--- config.mk ---
export PLATFORM = sky130hd
export DESIGN_NAME = id_completion_arbiter
export DESIGN_NICKNAME = d
export VERILOG_FILES = /design/src/rtl/id_completion_arbiter.sv
export SDC_FILE = /design/constraint.sdc
export NUM_CORES = 1
export LEC_CHECK = 0
export ABC_AREA = 0
export BUFFER_PORTS_ARGS = -buffer_cell sky130_fd_sc_hd__buf_2
export CORE_MARGIN = 2
export CORE_UTILIZATION = 50
export DETAILED_ROUTE_END_ITERATION = 12
export PLACE_DENSITY = 0.77
export REMOVE_ABC_BUFFERS = 1
export SLEW_MARGIN = 20
export SYNTH_ARGS = -nofsm -noshare
export SYNTH_HDL_FRONTEND = slang
export SYNTH_SLANG_ARGS = --single-unit
--- constraint.sdc ---
create_clock -name clk -period 2.72 [get_ports clk]
set_input_delay 0.136 -clock clk [delete_from_list [all_inputs] [get_ports clk]]
set_output_delay 0.136 -clock clk [all_outputs]
set_load 0.05 [all_outputs]
--- src/rtl/id_completion_arbiter.sv ---
// id_completion_arbiter: round-robin sharing of the id generator's single
// completion port among NUM_UNITS functional units, plus tracking of which
// instruction IDs are in flight (bitmap, outstanding count, sticky error).
module id_completion_arbiter #(
  parameter int NUM_UNITS = 4,
  parameter int DEPTH     = 8,
  parameter int ID_W      = $clog2(DEPTH)
) (
  input  logic                      clk,
  input  logic                      rst,
  input  logic [NUM_UNITS-1:0]      unit_done,
  input  logic [NUM_UNITS*ID_W-1:0] unit_id,
  output logic [NUM_UNITS-1:0]      unit_ack,
  input  logic                      issue_advance,
  input  logic [ID_W-1:0]           issue_id,
  output logic                      complete,
  output logic [ID_W-1:0]           complete_id,
  output logic [ID_W:0]             outstanding,
  output logic                      all_idle,
  output logic                      error
);

  localparam int PTR_W = (NUM_UNITS > 1) ? $clog2(NUM_UNITS) : 1;
  localparam int CNT_W = ID_W + 1;

  // Registered state
  logic [PTR_W-1:0] rr_ptr_q, rr_ptr_d;
  logic [DEPTH-1:0] inflight_q, inflight_d;
  logic [CNT_W-1:0] outstanding_q, outstanding_d;
  logic             complete_q, complete_d;
  logic [ID_W-1:0]  complete_id_q, complete_id_d;
  logic             error_q, error_d;

  // Arbitration results
  logic [ID_W-1:0]      uid [NUM_UNITS];
  logic                 gnt_vld;
  logic [PTR_W-1:0]     gnt_idx;
  logic [NUM_UNITS-1:0] gnt_oh;
  logic [ID_W-1:0]      gnt_id;

  // Completion / issue qualification
  logic cpl_ok, cpl_bad;
  logic adv_recycle, adv_legal, adv_bad;
  logic cnt_inc, cnt_dec, cnt_ovf;

  // Index rr-relative position 'off' back into the 0..NUM_UNITS-1 range.
  function automatic logic [PTR_W-1:0] wrap_idx(input logic [PTR_W-1:0] base, input int off);
    int s;
    s = int'(base) + off;
    if (s >= NUM_UNITS) s = s - NUM_UNITS;
    return PTR_W'(s);
  endfunction

  // Unpack the flat per-unit ID bus into an array for indexed selection.
  always_comb begin
    for (int u = 0; u < NUM_UNITS; u++) begin
      uid[u] = unit_id[u*ID_W +: ID_W];
    end
  end

  // Round-robin search starting at rr_ptr; first requester found wins.
  always_comb begin
    gnt_vld = 1'b0;
    gnt_idx = '0;
    gnt_oh  = '0;
    for (int i = 0; i < NUM_UNITS; i++) begin
      if (!gnt_vld && unit_done[wrap_idx(rr_ptr_q, i)]) begin
        gnt_vld = 1'b1;
        gnt_idx = wrap_idx(rr_ptr_q, i);
      end
    end
    if (gnt_vld) gnt_oh[gnt_idx] = 1'b1;
    gnt_id = uid[gnt_idx];
  end

  // The ack is still given for a bad completion so the unit never deadlocks.
  assign unit_ack = rst ? '0 : gnt_oh;

  // Next-state: completion check, in-flight bitmap, outstanding count, error.
  always_comb begin
    // A granted ID must be in flight and must not be the one already being
    // presented this cycle, otherwise it would complete twice.
    cpl_ok  = gnt_vld && inflight_q[gnt_id] &&
              !(complete_q && (complete_id_q == gnt_id));
    cpl_bad = gnt_vld && !cpl_ok;

    rr_ptr_d      = gnt_vld ? wrap_idx(gnt_idx, 1) : rr_ptr_q;
    complete_d    = cpl_ok;
    complete_id_d = cpl_ok ? gnt_id : complete_id_q;

    // The generator recycles a completing ID, so re-issuing the ID being
    // completed this cycle is legal and the set wins over the clear.
    adv_recycle = complete_q && (complete_id_q == issue_id);
    adv_legal   = issue_advance && (!inflight_q[issue_id] || adv_recycle);
    adv_bad     = issue_advance && !adv_legal;

    inflight_d = inflight_q;
    if (complete_q) inflight_d[complete_id_q] = 1'b0;
    if (adv_legal)  inflight_d[issue_id]      = 1'b1;

    cnt_inc = adv_legal;
    cnt_dec = complete_q && (outstanding_q != '0);
    cnt_ovf = cnt_inc && !cnt_dec && (outstanding_q == CNT_W'(DEPTH));

    outstanding_d = outstanding_q;
    if (cnt_inc && !cnt_dec && !cnt_ovf) outstanding_d = outstanding_q + CNT_W'(1);
    else if (cnt_dec && !cnt_inc)        outstanding_d = outstanding_q - CNT_W'(1);

    error_d = error_q | cpl_bad | adv_bad | cnt_ovf;
  end

  // State registers; reset discards any pending registered completion.
  always_ff @(posedge clk or posedge rst) begin
    if (rst) begin
      rr_ptr_q      <= '0;
      inflight_q    <= '0;
      outstanding_q <= '0;
      complete_q    <= 1'b0;
      complete_id_q <= '0;
      error_q       <= 1'b0;
    end else begin
      rr_ptr_q      <= rr_ptr_d;
      inflight_q    <= inflight_d;
      outstanding_q <= outstanding_d;
      complete_q    <= complete_d;
      complete_id_q <= complete_id_d;
      error_q       <= error_d;
    end
  end

  assign complete    = complete_q;
  assign complete_id = complete_id_q;
  assign outstanding = outstanding_q;
  assign error       = error_q;
  assign all_idle    = (outstanding_q == '0) && !(|unit_done);

endmodule
==> results.json, run 1 <==
{
  "synthCells": 204,
  "synthSimpleGateAreaFrac_pct": 24.64,
  "clock_tree.root_cell": "clkbuf_4",
  "yosys-top-cells-area": "dfrtp_1 (27%), mux2i_1 (5.7%), o21ai_0 (5.4%)",
  "cts_sinks": 19,
  "synth.mux.area_fraction_pct": 6.375,
  "fmax_mhz": 385.8,
  "hp-class": "primary input to register",
  "ant_nets": 0,
  "viasPerCell": 5.726,
  "io_buffers": 35,
  "grt_max_degree": 24,
  "crit_arrival_ns": 2.78,
  "hold_viol_final": 0,
  "synth_top_family_by_area": "compound AO/OA/AOI/OAI gates",
  "endpoint_kind": "register",
  "ys.warnings.count": 0,
  "drt_iter0_markers": 115,
  "cts_tree": "done",
  "synth_compound_area_share_pct": 29.87,
  "final_common_cell": "buf_2",
  "cp_cell_sequence": "mux2i_1, o21ai_0, a21o_1, o22a_1, a21boi_1, nand2_1, fa_2, xor2_2, mux2_1, o22ai_1, a221oi_1",
  "critical_path.max_stage_delay_ns": 0.42,
  "synth_ff_type": "dfrtp_1",
  "grt_pass1_vias": 1686,
  "setup_tns_ns": 0,
  "synth-xor-area-share_pct": 2.006,
  "synth_edf_count": 0,
  "cap_violations": 0,
  "nets": 280,
  "ioPinCount": 36,
  "via_count": 1695,
  "cts_htree_levels": 1,
  "drt-total-wl_um": 4209,
  "initial_core_util_pct": 52.34,
  "synth_seq_area_share_pct": 27.22,
  "postCtsSetupBuffers": 0,
  "finalCriticalPeriod_ns": 2.592,
  "async_flop_share_pct": 100.0,
  "clkTransAtPathRegs_ns": 0.11,
  "fin_crit_sh_pct": 95.30,
  "core_area_mm2": 0.003337,
  "slowest_stage": "dfrtp_1",
  "cts_buffers": 3,
  "drive_gt1_share_pct": 28.80,
  "ys_ff_latch": 19,
  "wl_per_cell_um": 14.22,
  "p_total_mw": 2.503,
  "setup_ws_ns": 0.1278,
  "mostFrequentLayoutCells": "buf_2 (35), o21ai_0 (19), dfrtp_1 (19), nand2_1 (15), nand3_1 (13)",
  "max_slew_margin_pct": 65.12,
  "antenna_found_initial": 0,
  "p_leak_nw": 0.9672,
  "dp_cells": 291,
  "yosys.area.top_type": "dfrtp_1",
  "firstDrtPassIters": 4,
  "synth_top_cell_area_share_pct": 27.22,
  "synth_adder_area_share_pct": 5.444,
  "n_fill_cell": 325,
  "worst_slew_pin_slew_ns": 0.5185,
  "place_ws_ns": 0.1048,
  "rows": 21,
  "ir_drop_mv": 0.6247,
  "fp.dieW_um": 63.11,
  "syn_area_mm2": 0.001747,
  "grtUsageTotal_pct": 22.74,
  "die_h_um": 63.11,
  "ys_types": 59,
  "gp_congestion": 0.8543,
  "hpwl_um": 3334,
  "critPathKind": "register to register",
  "status": "complete, no violations",
  "avgSynthCellArea_um2": 8.562,
  "die-area_mm2": 0.003982,
  "crit_path_max_fanout": 3,
  "finalNonFillerCells": 296,
  "drc": 0,
  "cp-start-kind": "register",
  "antennaDiodeCount": 0,
  "clockBufferDepth": 2,
  "setup_violations": 0,
  "grt_first_pass_wirelength_um": 7376,
  "holdWs_ns": 0.08508,
  "worstPathRequired_ns": 2.91,
  "cellPowerDensity_mw_per_mm2": 1199,
  "overflow": 0,
  "clkLatencyLatePin_ns": 0.30,
  "syn2layout_area_growth_pct": 19.56,
  "fin_skew_ns": 0.002440,
  "slew_viol_final": 0
}
==> path summary, 6_finish.rpt <==
path / start / endpoint / slack [ns] / cells after the start
hold reg to reg: error$_DFF_PP0_ / error$_DFF_PP0_ / 0.50 / 1
max in group asynchronous: rst / inflight_q[7]$_DFF_PP0_ / 2.12 / 4
min in group asynchronous: rst / rr_ptr_q[0]$_DFFE_PP0N_ / 0.39 / 4
setup reg to reg: inflight_q[6]$_DFF_PP0_ / outstanding[2]$_DFFE_PP0P_ / 0.13 / 11
hold / removal: issue_advance / error$_DFF_PP0_ / 0.09 / 2
setup / recovery: inflight_q[6]$_DFF_PP0_ / outstanding[2]$_DFFE_PP0P_ / 0.13 / 11
==> Yosys cell counts, types with 2 or more instances <==
library cell  instances
dfrtp_1              19
clkbuf_1              3
a211o_1               4
o211ai_4              2
xnor2_1               2
inv_1                11
nand2_1              15
mux2i_1              10
nand4_1               7
nand3b_1              2
and2_4                2
o21ai_0              19
a21o_1                4
nand3_1              13
a21oi_1               8
and3_1                4
o21ai_1               2
nor3_1                4
buf_2                 2
a311oi_2              2
nor2_1                9
o31ai_1               4
or3b_1                2
xor2_1                2
ha_1                  6
a21bo_2               2
o22ai_1               3
nand2b_1              9
nor2b_1               2
==> routing by layer <==
| layer | part of all wire (%) | vias up | global-route usage (%) | routed length [µm] |
|---|---|---|---|---|
| met4 | 0.83 | 0 | 5.833 | 35 |
| met5 | 0 | - | 0 | 0 |
| met1 | 48 | 792 | 30.81 | 2028 |
| met3 | 3.5 | 4 | 3.750 | 146 |
| li1 | - | 853 | - | - |
| met2 | 47 | 46 | 37.77 | 1999 |
==> where the power goes <==
part | internal [mW] | total (mW) | leakage (nW) | switching (mW)
Sequential | 0.424 | 0.592 | 0.220 | 0.168
Clock | 0.0548 | 0.144 | 0.0177 | 0.0892
Combinational | 0.715 | 1.77 | 0.729 | 1.05
Total | 1.19 | 2.50 | 0.967 | 1.31
==> cell type report <==
| type | count | area (µm²) | area share (%) |
|---|---|---|---|
| Multi-Input combinational cell | 167 | 1207 | 57.82 |
| Tap cell | 46 | 57.56 | 2.756 |
| Timing Repair Buffer | 48 | 275.3 | 13.18 |
| Clock inverter | 1 | 5.005 | 0.2397 |
| Clock buffer | 3 | 22.52 | 1.078 |
| Sequential cell | 19 | 475.5 | 22.77 |
| Inverter | 12 | 45.04 | 2.157 |
==> worst max-delay path, delay by kind of cell (launching register included) <==
| kind | cells | cell delay, ns |
|---|---|---|
| XOR/XNOR | 1 | 0.19 |
| AO/OA/AOI/OAI | 6 | 0.90 |
| AND/OR/NAND/NOR | 1 | 0.14 |
| adder cells (fa/ha/maj) | 1 | 0.39 |
| multiplexers | 2 | 0.44 |
| flip-flops | 1 | 0.42 |
==> sequential cells by signal (all words and copies together), names as in the netlist <==
signal,cells
inflight_q,8
error,1
complete,1
outstanding,4
rr_ptr_q,2
complete_id,3
==> stage by stage <==
stage | area (µm²) | util (%)
6_report | 2088 | 62.58
3_3_place_gp | 2037 | 61.04
5_1_grt | 2088 | 62.58
3_5_place_dp | 2037 | 61.04
4_1_cts | 2074 | 62.17
2_1_floorplan | 1714 | -
==> timing repair <==
item | in CTS | in global routing
gates resized for setup | 0 | 3
endpoints found under the hold margin | 19 | 0
setup endpoints to repair | 0 | 2
hold buffers | 1 | 0
==> cells by family after synthesis <==
logic type               count (synthesis)
flip-flops                              19
buffers and inverters                   18
AND/OR/NAND/NOR                         77
XOR/XNOR                                 4
multiplexers                            11
adder cells (fa/ha/maj)                  7
AO/OA/AOI/OAI                           68
Note: power is estimated with default switching activity, not from simulation.
==> run 2, diff against run 1 <==
CORE_UTILIZATION = 55   (was 50)
PLACE_DENSITY = 0.8   (was 0.77)
clock period = 2.5 ns   (was 2.72 ns; I/O delays follow)
==> run 2 against run 1 <==
Effect of this change:
- die area down 8.5%
- the flow now finishes with violations (setup timing)
- critical endpoint unchanged
- non-clock buffer count increased by 24
- clock power is 9.7% higher
==> results.json, run 2 (synthesized netlist as in run 1, its figures left out) <==
{
  "status": "complete, but fails checks",
  "violations": "setup timing",
  "final_common_cell": "buf_2",
  "fmax_mhz": 386.2,
  "viasPerCell": 5.991,
  "antenna_found_initial": 0,
  "p_leak_nw": 1.093,
  "critPathKind": "register to register",
  "overflow": 0,
  "clockBufferDepth": 2,
  "worst_slew_pin_slew_ns": 0.6123,
  "clkTransAtPathRegs_ns": 0.12,
  "core_area_mm2": 0.003028,
  "io_buffers": 35,
  "n_fill_cell": 209,
  "initial_core_util_pct": 57.69,
  "worstPathRequired_ns": 2.69,
  "wl_per_cell_um": 16.65,
  "die-area_mm2": 0.003643,
  "drive_gt1_share_pct": 41.61,
  "grt_max_degree": 16,
  "max_slew_margin_pct": 58.81,
  "hpwl_um": 3670,
  "grtUsageMet2_pct": 48.29,
  "nets": 304,
  "pwr-share-seq_pct": 18.3,
  "ioPinCount": 36,
  "cts_sinks": 19,
  "cts_htree_levels": 1,
  "antennaDiodeCount": 0,
  "p_total_mw": 3.277,
  "cellPowerDensity_mw_per_mm2": 1369,
  "clock_power_share_pct": 4.8,
  "grt_pass1_vias": 1729,
  "cap_violations": 0,
  "grtUsageMet3_pct": 2.772,
  "rows": 20,
  "clock_tree.root_cell": "clkbuf_4",
  "p_sw_share_pct": 50.70,
  "finalNonFillerCells": 318,
  "setup_tns_ns": -0.1820,
  "firstDrtPassIters": 8,
  "ir_drop_mv": 0.9767,
  "drt-total-wl_um": 5294,
  "busiest_layer": "met2",
  "top_register": "inflight_q",
  "crit_arrival_ns": 2.78,
  "crit_path_max_fanout": 3,
  "via_count": 1905,
  "combPwrFrac_pct": 76.9,
  "p_int_mw": 1.615,
  "ant_nets": 0,
  "drt_iter0_markers": 145,
  "largest_reg_flops": 8,
  "dp_cells": 303,
  "rsz0062_at_grt": "true",
  "syn2layout_area_growth_pct": 37.03,
  "gp_congestion": 0.8639,
  "die_h_um": 60.36,
  "fin_skew_ns": 0.01058,
  "fin_area_mm2": 0.002394,
  "switchingPower_mw": 1.661,
  "fp.dieW_um": 60.36,
  "mostFrequentLayoutCells": "buf_2 (36), buf_4 (31), dfrtp_1 (19), o21ai_0 (15), nand2_1 (14)",
  "cp-start-kind": "register",
  "setup_violations": 3,
  "finalCriticalPeriod_ns": 2.589,
  "hp-class": "primary input to register",
  "slew_viol_final": 0,
  "cts_tree": "done",
  "hold_viol_final": 0,
  "setup_ws_ns": -0.08902,
  "grtUsageTotal_pct": 28.88,
  "drc": 0,
  "endpoint_kind": "register",
  "grt_first_pass_wirelength_um": 7900,
  "clkLatencyLatePin_ns": 0.30,
  "cts_buffers": 3,
  "placed_cell_area_mm2": 0.002152,
  "grtUsageMet1_pct": 40.16,
  "fin_crit_sh_pct": 103.6
}
run 2: changes by cell type in the layout (fill, tap and decap cells not counted), moves of 3 or more:
cell     before  now
buf_4        12   31
o21ai_0      19   15
o21ai_1       2    6
buf_6         0    3
run 2: area by class of cell:
cell class	instances	area, µm²	area share (%)
Multi-Input combinational cell	167	1311	54.78
Timing Repair Buffer	72	476.7	19.92
Clock buffer	3	22.52	0.9409
Inverter	12	47.55	1.986
Sequential cell	19	475.5	19.86
Clock inverter	1	5.005	0.2091
Tap cell	44	55.05	2.300
run 2: worst paths after layout:
| check | startpoint | endpoint | slack (ns) | cells after the start |
|---|---|---|---|---|
| max reg2reg | inflight_q[4]$_DFF_PP0_ | outstanding[2]$_DFFE_PP0P_ | -0.09 | 11 |
| min | issue_advance | error$_DFF_PP0_ | 0.09 | 2 |
| max | inflight_q[4]$_DFF_PP0_ | outstanding[2]$_DFFE_PP0P_ | -0.09 | 11 |
| max in group asynchronous | rst | complete_id[2]$_DFFE_PP0P_ | 1.62 | 4 |
| min in group asynchronous | rst | outstanding[3]$_DFFE_PP0P_ | 0.36 | 3 |
| min reg2reg | error$_DFF_PP0_ | error$_DFF_PP0_ | 0.52 | 1 |
run 2: critical path, stage by stage, from the launching register on:
cell and delay [ns]:
dfrtp_1 0.42, mux2i_1 0.19, nor3_1 0.07, a21o_1 0.18, o22a_1 0.22, a21boi_2 0.19
nand2_2 0.10, ha_1 0.36, xor2_2 0.20, mux2_1 0.29, o22ai_1 0.19, a221oi_2 0.06
run 2: through the flow:
step	setup WS, ns	utilization (%)	hold WS, ns
5_1_grt	-0.1934	79.05	0.08488
2_1_floorplan	-0.9370	-	0.09764
4_1_cts	-0.004539	73.22	0.07701
3_3_place_gp	0.02980	71.07	0.1160
3_5_place_dp	-0.06603	71.07	0.1235
6_report	-0.08902	79.05	0.08710
run 2: what timing repair did:
action                                  4_1_cts  5_1_grt
gates resized for setup                       4       29
hold buffers                                  1        0
setup buffers                                 2        7
gates cloned                                  0        1
pin swaps                                     4        6
endpoints found under the setup margin        3        7
endpoints found under the hold margin         7        0
run 2: per-layer routing:
layer  vias up  part of all wire, %
met5         -                    0
met4         0                  1.9
met3        13                  4.8
met2        77                   50
met1       909                   43
li1        906                    -
run 2: power groups by stage:
stage / sequential (mW) / combinational [mW] / clock (mW)
2_1_floorplan: 0.846 / 1.18 / 0
5_1_grt: 0.618 / 2.70 / 0.173
6_report: 0.599 / 2.52 / 0.158
4_1_cts: 0.591 / 2.16 / 0.159
3_5_place_dp: 0.598 / 2.09 / 0
3_3_place_gp: 0.593 / 2.04 / 0
